===== src/rtl/i2s_pkg.sv =====
// Shared types and constants for the I2S capture path.
// Consumed by i2s_edge_sync and i2s_receiver through import i2s_pkg::*.
package i2s_pkg;

  localparam int I2S_DATA_W   = 24;
  localparam int LOCK_TIMEOUT = 64;

  typedef logic signed [I2S_DATA_W-1:0] sample_t;

  typedef enum logic [1:0] {
    SYNC  = 2'd0,
    ALIGN = 2'd1,
    RUN   = 2'd2
  } rx_state_t;

endpackage


===== src/rtl/i2s_edge_sync.sv =====
// Two-flop synchronizer for an asynchronous clock input with a registered rising-edge pulse.
// The pulse is one Clk wide and trails the raw edge by three Clk edges.
module i2s_edge_sync
  import i2s_pkg::*;
(
  input  logic i_clk,
  input  logic i_rst_n,
  input  logic i_async,
  output logic o_rise
);

  logic r_meta;
  logic r_sync;
  logic r_prev;
  logic r_rise;

  always_ff @(posedge i_clk or negedge i_rst_n) begin
    if (!i_rst_n) begin
      r_meta <= 1'b0;
      r_sync <= 1'b0;
      r_prev <= 1'b0;
      r_rise <= 1'b0;
    end else begin
      r_meta <= i_async;
      r_sync <= r_meta;
      r_prev <= r_sync;
      r_rise <= r_sync & ~r_prev;
    end
  end

  assign o_rise = r_rise;

endmodule


===== src/rtl/i2s_receiver.sv =====
// Philips I2S stereo capture, oversampled in the Clk domain, one L/R frame per valid/ready handshake.
// Defining I2S_RX_MONO_MIX_EN adds mono_out, the floor average of each committed frame.
//
// state | meaning
// SYNC  | waiting for any LRCLK transition, data ignored
// ALIGN | first slot after a transition, captured then discarded
// RUN   | locked; left word held, frame committed at right->left boundary
module i2s_receiver
  import i2s_pkg::*;
#(
  parameter int DATA_W = I2S_DATA_W
) (
  input  logic              Clk,
  input  logic              Reset_n,
  input  logic              SCLK,
  input  logic              LRCLK,
  input  logic              SDIN,
  input  logic              ready,
  input  logic              ovr_clr,
  output logic              valid,
  output logic [DATA_W-1:0] left_out,
  output logic [DATA_W-1:0] right_out,
  output logic              locked,
  output logic              overrun
`ifdef I2S_RX_MONO_MIX_EN
  ,
  output logic [DATA_W-1:0] mono_out
`endif
);

  localparam int CNT_W = $clog2(DATA_W + 1);
  localparam int TMR_W = $clog2(LOCK_TIMEOUT);
  localparam logic [CNT_W-1:0]  CNT_MAX  = CNT_W'(DATA_W);
  localparam logic [TMR_W-1:0]  TMR_LOAD = TMR_W'(LOCK_TIMEOUT - 1);
  localparam logic [DATA_W-1:0] MSB_MASK = {1'b1, {(DATA_W-1){1'b0}}};

  logic              w_sclk_rise;
  logic              r_lr_meta;
  logic              r_lr_sync;
  logic              r_sd_meta;
  logic              r_sd_sync;
  logic              r_bit_vld;
  logic              r_lr;
  logic              r_sd;
  logic              r_lr_prev;
  rx_state_t         r_state;
  logic [DATA_W-1:0] r_shift;
  logic [DATA_W-1:0] r_left_hold;
  logic [DATA_W-1:0] r_left_out;
  logic [DATA_W-1:0] r_right_out;
  logic [CNT_W-1:0]  r_bit_cnt;
  logic [TMR_W-1:0]  r_lock_tmr;
  logic              r_valid;
  logic              r_locked;
  logic              r_overrun;
  logic              w_boundary;
  logic              w_frame_done;
  logic              w_load;
  logic [DATA_W-1:0] w_word;

  i2s_edge_sync u_sclk_sync (
    .i_clk   (Clk),
    .i_rst_n (Reset_n),
    .i_async (SCLK),
    .o_rise  (w_sclk_rise)
  );

  // Data is stable around the SCLK rise, so the synced copies line up with the registered rise pulse.
  always_ff @(posedge Clk or negedge Reset_n) begin
    if (!Reset_n) begin
      r_lr_meta <= 1'b0;
      r_lr_sync <= 1'b0;
      r_sd_meta <= 1'b0;
      r_sd_sync <= 1'b0;
      r_bit_vld <= 1'b0;
      r_lr      <= 1'b0;
      r_sd      <= 1'b0;
    end else begin
      r_lr_meta <= LRCLK;
      r_lr_sync <= r_lr_meta;
      r_sd_meta <= SDIN;
      r_sd_sync <= r_sd_meta;
      r_bit_vld <= w_sclk_rise;
      if (w_sclk_rise) begin
        r_lr <= r_lr_sync;
        r_sd <= r_sd_sync;
      end
    end
  end

  // Mask shifts out to zero once the slot exceeds DATA_W bits, which drops surplus bits.
  assign w_word       = r_shift | (r_sd ? (MSB_MASK >> r_bit_cnt) : '0);
  assign w_boundary   = r_bit_vld && (r_lr != r_lr_prev);
  assign w_frame_done = w_boundary && (r_state == RUN) && r_lr_prev;
  assign w_load       = w_frame_done && (!r_valid || ready);

  always_ff @(posedge Clk or negedge Reset_n) begin
    if (!Reset_n) begin
      r_state     <= SYNC;
      r_lr_prev   <= 1'b0;
      r_shift     <= '0;
      r_bit_cnt   <= '0;
      r_lock_tmr  <= '0;
      r_left_hold <= '0;
      r_left_out  <= '0;
      r_right_out <= '0;
      r_valid     <= 1'b0;
      r_locked    <= 1'b0;
      r_overrun   <= 1'b0;
    end else begin
      if (r_bit_vld) begin
        r_lr_prev <= r_lr;
        case (r_state)
          SYNC: begin
            if (w_boundary) begin
              r_state    <= ALIGN;
              r_shift    <= '0;
              r_bit_cnt  <= '0;
              r_lock_tmr <= TMR_LOAD;
            end
          end
          ALIGN, RUN: begin
            if (w_boundary) begin
              r_shift    <= '0;
              r_bit_cnt  <= '0;
              r_lock_tmr <= TMR_LOAD;
              if (r_state == ALIGN) begin
                r_state  <= RUN;
                r_locked <= 1'b1;
              end else if (!r_lr_prev) begin
                r_left_hold <= w_word;
              end
            end else if (r_lock_tmr == '0) begin
              r_state   <= SYNC;
              r_locked  <= 1'b0;
              r_shift   <= '0;
              r_bit_cnt <= '0;
            end else begin
              r_shift    <= w_word;
              r_bit_cnt  <= (r_bit_cnt == CNT_MAX) ? r_bit_cnt : r_bit_cnt + CNT_W'(1);
              r_lock_tmr <= r_lock_tmr - TMR_W'(1);
            end
          end
          default: begin
            r_state  <= SYNC;
            r_locked <= 1'b0;
          end
        endcase
      end

      if (w_load) begin
        r_left_out  <= r_left_hold;
        r_right_out <= w_word;
        r_valid     <= 1'b1;
      end else if (ready && r_valid) begin
        r_valid <= 1'b0;
      end

      // A drop on the same cycle as a clear still leaves the flag set.
      if (w_frame_done && r_valid && !ready)
        r_overrun <= 1'b1;
      else if (ovr_clr)
        r_overrun <= 1'b0;
    end
  end

  assign valid     = r_valid;
  assign left_out  = r_left_out;
  assign right_out = r_right_out;
  assign locked    = r_locked;
  assign overrun   = r_overrun;

`ifdef I2S_RX_MONO_MIX_EN
  logic [DATA_W:0]   w_mono_sum;
  logic [DATA_W-1:0] r_mono;

  assign w_mono_sum = {r_left_hold[DATA_W-1], r_left_hold} + {w_word[DATA_W-1], w_word};

  always_ff @(posedge Clk or negedge Reset_n) begin
    if (!Reset_n)
      r_mono <= '0;
    else if (w_load)
      r_mono <= DATA_W'($signed(w_mono_sum) >>> 1);
  end

  assign mono_out = r_mono;
`endif

endmodule

===== config.mk =====
export PLATFORM = sky130hd
export DESIGN_NAME = i2s_receiver
export DESIGN_NICKNAME = d
export VERILOG_FILES = /design/src/rtl/i2s_pkg.sv /design/src/rtl/i2s_edge_sync.sv /design/src/rtl/i2s_receiver.sv
export SDC_FILE = /design/constraint.sdc
export NUM_CORES = 1
export LEC_CHECK = 0
export BUFFER_PORTS_ARGS = -buffer_cell sky130_fd_sc_hd__buf_2
export CAP_MARGIN = 20
export CORE_MARGIN = 10
export CORE_UTILIZATION = 30
export DETAILED_ROUTE_END_ITERATION = 8
export GPL_TIMING_DRIVEN = 0
export SKIP_CTS_REPAIR_TIMING = 1
export SYNTH_ARGS = -nofsm -noshare
export SYNTH_HDL_FRONTEND = slang
export SYNTH_HIERARCHICAL = 1
export SYNTH_SLANG_ARGS = --single-unit

===== constraint.sdc =====
create_clock -name Clk -period 3.53 [get_ports Clk]
set_clock_uncertainty 0.05 [all_clocks]
set_input_delay 0 -clock Clk [delete_from_list [all_inputs] [get_ports Clk]]
set_output_delay 0 -clock Clk [all_outputs]
set_load 0.02 [all_outputs]

==> run metrics, run 1 <==
Total Wirelength=12200 um; Initial Util=between 30% and 40%; cell area after layout=roughly 0.0062 sq mm; Post-Syn Area=around 0.005 sq mm; async set-reset flop share out of synthesis=between 90% and 100%; RSZ-0062 raised after global routing=no; CTS tree=yes; PnR worst setup slack=roughly 1100 ps; Wirelength per Cell=between 15 and 20 um; GRT Overall Usage=11.1%; CP max stage cell=or4b_1; initial antenna violation count=0; Comb pwr share=between 20 and 25%; CTS Buf Count=17; core area=roughly 0.016 sq mm; syn nets=470; initial drt markers=about 190; Nets=about 550; Synth Area per Inst=approximately 11 sq um; io pins=between 50 and 60; Synth Flop Type=dfrtp_1; Hold Vio Cnt, Final=3; Pwr Density=720 mW/mm^2; critical path fanouts, max=10; Cells after Synth=approximately 450; Final GP Congestion=approximately 0.86; drt first pass iters=4; Post-Place Worst Slack=roughly 1100 ps; DRT met1 WL=about 5400 um; met3 routed WL=841 um; share of cells above drive strength 1=a little under a quarter; Crit path arrival time=2620 ps; Yosys cell types=42; vias in the first global route=3658; Die W=149 um; worst min path class=input pin to async pin; fmax=~420 MHz; Pint=between 3 and 4 mW; I/O Buffers=57; post-synthesis mux area share=roughly 6.5%; number of synthesized flops with an enable pin=0; Max Slew Vio Count=0; sw power=1.45 mW; vias per inst=about 4.7; first-pass GRT wire length=~20000 um; via count=roughly 3600; Rows=47; Ys Warns=6; post-layout util=a little under two fifths; clk_lat worst skew=about 410 ps; Slew @ Worst Pin=679 ps; fillers=1636; setup violators final=0; Worst slew margin=53.5%; Layout area overhead=24.7%; largest net degree at the start of global routing=90; DRC viols=0; Top delay family on crit path=simple AND/OR/NAND/NOR gates; FF+latch count, synth=124; XOR/XNOR share of the synthesized area=0.525%; worst hold slack=-3.92 ps; Synth Area in Compound Gates=roughly 14%; crit path kind=flip-flop to flip-flop; clock buffer depth=2; grt total ovfl=0; most frequent cells after synthesis=dfrtp_1, a21oi_1, nand2_1, o21ai_0, nor2_1; met2 routed WL=5720 um; Final Critical Period=about 2400 ps; area share of and/or/nand/nor cells after synthesis=a little over a tenth; area leader, netlist=dfrtp_1; adder-cell share of the synthesized area=about 3.0%; violated checks=hold timing; Clock Tree Root=clkbuf_16; post-synth top area share=62.0%; Startpoint Class=flip-flop; leakage=2.89 nW; most common cell in the netlist=dfrtp_1; sequential area share after synthesis=~62%; worst ir drop on vdd=approximately 360 uV; Clock Sinks=124; buffer and inverter count on the worst path=4; Clock Power Share=between 30% and 40%; H-tree depth=4; HPWL Detailed=approximately 8600 um; Die Area=0.0223 sq mm; antenna diode count=0; period utilisation layout=between 60% and 70%; Worst-path clk slew=roughly 50 ps; Seq pwr share=40.2%; worst-path cell chain=inv_1 -> ha_1 -> buf_2 -> nand2_1 -> or4b_1 -> buf_2 -> buf_2 -> nand2_1 -> o21ai_0; Die Ht=around 150 um; Sw Ratio=32.3%; CP Capture Type=flip-flop; number of max-cap violations=0; DR top layer=met4; Synth area leaders=dfrtp_1, mux2_2, a21oi_1; largest family of logic cells by synthesized area=compound AO/OA/AOI/OAI gates; slowest stage delay, CP=between 500 and 600 ps; CP most frequent cell=buf_2; ANT nets after route=0; Sum Neg Setup Slack=0 ps; Required @ worst endpoint=approximately 3800 ps; Area after DPL=0.00560 sq mm; status=finished, violations left
[cells by family after synthesis]
family          count (synthesis)
simple gates                  119
mux                            29
xor+xnor                        3
fa+ha+maj                      12
flops                         124
buf+inv                        36
compound gates                128
[metal layers]
layer | up-vias | GRT usage, %
met3 | 13 | 4.73
li1 | 1728 | -
met5 | - | 0
met2 | 76 | 16.9
met1 | 1824 | 13.8
met4 | 0 | 3.97
[final timing paths]
| kind | from | to | slack (ps) | cells past startpoint |
|---|---|---|---|---|
| max | r_state[0] | r_left_hold[4] | 1140 | 9 |
| min in group Clk | SDIN | r_sd_meta | 170 | 2 |
| max in group asynchronous | Reset_n | right_out[16] | 2690 | 3 |
| max reg2reg | r_state[0] | r_left_hold[4] | 1140 | 9 |
| min | Reset_n | left_out[7] | -4 | 2 |
| min reg2reg | u_sclk_sync/r_meta | u_sclk_sync/r_sync | 300 | 0 |
[per-stage QoR]
stage / total power, mW / cells / hold slack, ps
global placement: 2.80 / 728 / 57.4
finish: 4.50 / 768 / -3.92
CTS: 4.55 / 761 / -571
floorplan: 2.44 / 451 / -346
detailed placement: 2.84 / 729 / -126
global route: 4.76 / 768 / 12.7
[state kept, by name, summed over array words and instances, names as in the netlist]
register and flops:
u_sclk_sync/o_rise 1, u_sclk_sync/r_meta 1, r_sd 1, r_lr_prev 1, valid 1, u_sclk_sync/r_prev 1, r_sd_meta 1, overrun 1
r_lock_tmr 6, left_out 24, r_lr_sync 1, right_out 24, r_shift 24, r_bit_cnt 5, r_bit_vld 1, locked 1
r_state 2, r_lr_meta 1, r_left_hold 24, r_lr 1, r_sd_sync 1, u_sclk_sync/r_sync 1
[cell usage in the layout, fill, tap and decap left out, drive strengths merged, types with 3 or more instances in the layout]
cell type / n
dlygate4sd3: 7
ha: 12
nand2: 55
nand3: 3
nor2b: 7
and3: 5
o21ai: 47
clkinvlp: 3
nor3: 3
mux2: 28
a21oi: 57
clkinv: 6
dfrtp: 124
nand2b: 5
buf: 74
nor2: 31
or3: 3
a31oi: 7
clkbuf: 28
inv: 13
[worst reg2reg max path, delay by kind of cell, from the launching register on]
kind	cells	cell delay, ps
DFF	1	400
AOI/OAI and AO/OA	1	80
buffers and inverters	4	720
and+or+nand+nor	3	740
adders and majority gates	1	270
[area by class of cell]
| class | count | area (sq um) | area share, % |
|---|---|---|---|
| Clock buffer | 21 | 450 | 7.21 |
| Tap cell | 220 | 275 | 4.41 |
| Sequential cell | 124 | 3100 | 49.7 |
| Timing Repair Buffer | 65 | 389 | 6.23 |
| Buffer | 23 | 104 | 1.66 |
| Inverter | 13 | 48.8 | 0.782 |
| Multi-Input combinational cell | 291 | 1750 | 28.1 |
| Clock inverter | 11 | 120 | 1.92 |
[power by group through the flow]
stage	Sequential (mW)	Combinational, mW	Clock (mW)
6_report	1.81	1.01	1.68
5_1_grt	1.84	1.13	1.79
4_1_cts	1.81	1.03	1.71
3_5_place_dp	1.83	1.02	0
3_3_place_gp	1.82	0.984	0
2_1_floorplan	1.97	0.470	0
Power figures use the tool's default switching activity.
==> run 2, diff against run 1 <==
==> constraint.sdc (replaced) <==
create_clock -name Clk -period 2.15 [get_ports Clk]
set_clock_uncertainty 0.05 [all_clocks]
set_input_delay 0 -clock Clk [delete_from_list [all_inputs] [get_ports Clk]]
set_output_delay 0 -clock Clk [all_outputs]
set_load 0.02 [all_outputs]
==> run 2 against run 1 <==
Net effect: first-iteration DRC count is 0.52% higher; count of clock-buffer cells in the layout is the same; the flow still finishes with violations (hold timing); largest cell class unchanged; design area is 2.1% higher.
==> run metrics, run 2 (synthesis gave the netlist of run 1 again) <==
initial drt markers=194 (+0.52%); drt first pass iters=4 (unchanged); Pwr Density=1190 mW/mm^2 (+65%); Layout area overhead=27.3%; io pins=58 (unchanged); leading cell type in the layout, fill and taps excluded=dfrtp_1; Critical R2R Capture=r_left_hold[4]; Nets=559 (+0.90%); buffer and inverter count on the worst path=4 (unchanged); Initial Util=30.4% (unchanged); fmax=474 MHz (+13%); critical path fanouts, max=10 (unchanged); Required @ worst endpoint=2380 ps (-1380 ps); CTS tree=yes; slowest stage delay, CP=560 ps (about the same); core area=0.0165 sq mm (unchanged); Worst-path clk slew=60 ps (about the same); Top delay family on crit path=simple AND/OR/NAND/NOR gates; Startpoint Class=flip-flop; period utilisation layout=98.2% (+30 points); clk_lat worst skew=420 ps (about the same); CP max stage cell=or4b_4; Final Critical Period=2110 ps (-282 ps); DRC viols=0 (unchanged); HPWL Detailed=8550 um (unchanged); Clock Sinks=124 (unchanged); PnR worst setup slack=39.5 ps (-1100 ps); CTS Buf Count=17 (unchanged); most frequent cells in the layout=dfrtp_1, buf_2, a21oi_1, nand2_1, o21ai_0; Total Wirelength=12300 um (+0.99%); Post-Place Worst Slack=-232 ps (-1380 ps); Slew @ Worst Pin=712 ps (+33.1 ps); reg2reg path depth=9 (unchanged); Clock Tree Root=clkbuf_16; Crit path arrival time=2350 ps (-270 ps); reg2reg setup slack=40 ps (-1100 ps); crit path kind=flip-flop to flip-flop; Wirelength per Cell=15.9 um (+0.33%); leakage=2.94 nW (+1.8%); violated checks=hold timing; CP most frequent cell=buf_8; I/O Buffers=57 (unchanged); RSZ-0062 raised after global routing=yes; Rows=47 (unchanged); Final GP Congestion=0.862 (unchanged); setup violators final=0 (unchanged); Worst slew margin=52.3% (-1.2 points); Max Slew Vio Count=0 (unchanged); worst hold slack=-4.41 ps (-0.488 ps); GRT Overall Usage=11.1% (unchanged); reg2reg start=r_state[0]; vias in the first global route=3658 (unchanged); worst min path class=input pin to async pin; Die Ht=149 um (unchanged); share of cells above drive strength 1=26.6% (+2.9 points); Area after DPL=0.00560 sq mm (unchanged); clock buffer depth=2 (unchanged); CP Capture Type=flip-flop; cell area after layout=0.00638 sq mm (+2.1%); worst-path cell chain=inv_2 -> ha_4 -> buf_6 -> nand2_2 -> or4b_4 -> buf_8 -> buf_8 -> nand2_1 -> o21ai_0; first-pass GRT wire length=19500 um (unchanged); number of max-cap violations=0 (unchanged); Die W=149 um (unchanged); antenna diode count=0 (unchanged); status=finished, violations left; vias per inst=4.73 (-0.13%); H-tree depth=4 (unchanged); Die Area=0.0223 sq mm (unchanged); largest net degree at the start of global routing=90 (unchanged); Hold Vio Cnt, Final=3 (unchanged); initial antenna violation count=0 (unchanged); worst ir drop on vdd=587 uV (+65%); ANT nets after route=0 (unchanged); via count=3660 (+0.52%); grt total ovfl=0 (unchanged)
## run 2: layer usage
layer	vias up	track usage, %	part of all wire (%)
met5	-	0	0
met4	0	3.97	1.4
met3	19	4.73	7.0
met2	81	16.9	47
met1	1819	13.8	44
li1	1741	-	-
## run 2: metrics by stage
stage / cells / setup TNS (ps) / power (mW) / hold WS (ps) / util, %
finish: 773 / 0 / 7.57 / -4.41 / 38.7
global route: 773 / -248 / 8.00 / 12.7 / 38.7
CTS: 761 / -5480 / 7.46 / -571 / 37.5
detailed placement: 729 / -4780 / 4.67 / -126 / 34.0
global placement: 728 / -65510 / 4.60 / 57.4 / 33.8
floorplan: 451 / 0 / 4.01 / -346 / -
## run 2: report_power, final
group	leakage (nW)	switching, mW	internal (mW)
Combinational	1.07	1.15	0.692
Sequential	1.60	0.266	2.70
Clock	0.273	1.04	1.73
## run 2: worst max-delay path by stage
stage               startpoint         endpoint  slack [ps]  cells past startpoint
global placement       Reset_n     left_out[23]        -510                      1
detailed placement  r_state[0]  r_left_hold[12]        -230                      9
finish              r_state[0]   r_left_hold[4]          40                      9
CTS                 r_state[0]   r_left_hold[4]        -250                      9
global route        r_state[1]   r_left_hold[1]         -40                      9
floorplan           r_state[0]   r_left_hold[4]         100                      9
## run 2: worst reg2reg max path: stages (launching register included)
cell and delay (ps):
dfrtp_1 420, inv_2 80, ha_4 260, buf_6 110, nand2_2 60, or4b_4 560, buf_8 170, buf_8 140
nand2_1 70, o21ai_0 80
## run 2: area by class of cell
| class | instances | area, sq um |
|---|---|---|
| buffer | 22 | 156 |
| clock buffer | 21 | 450 |
| clock inverter | 11 | 120 |
| fill | 1617 | 10100 |
| inverter | 13 | 48.8 |
| multi-input combinational | 291 | 1790 |
| sequential | 124 | 3100 |
| tap | 220 | 275 |
| timing repair buffer | 71 | 434 |
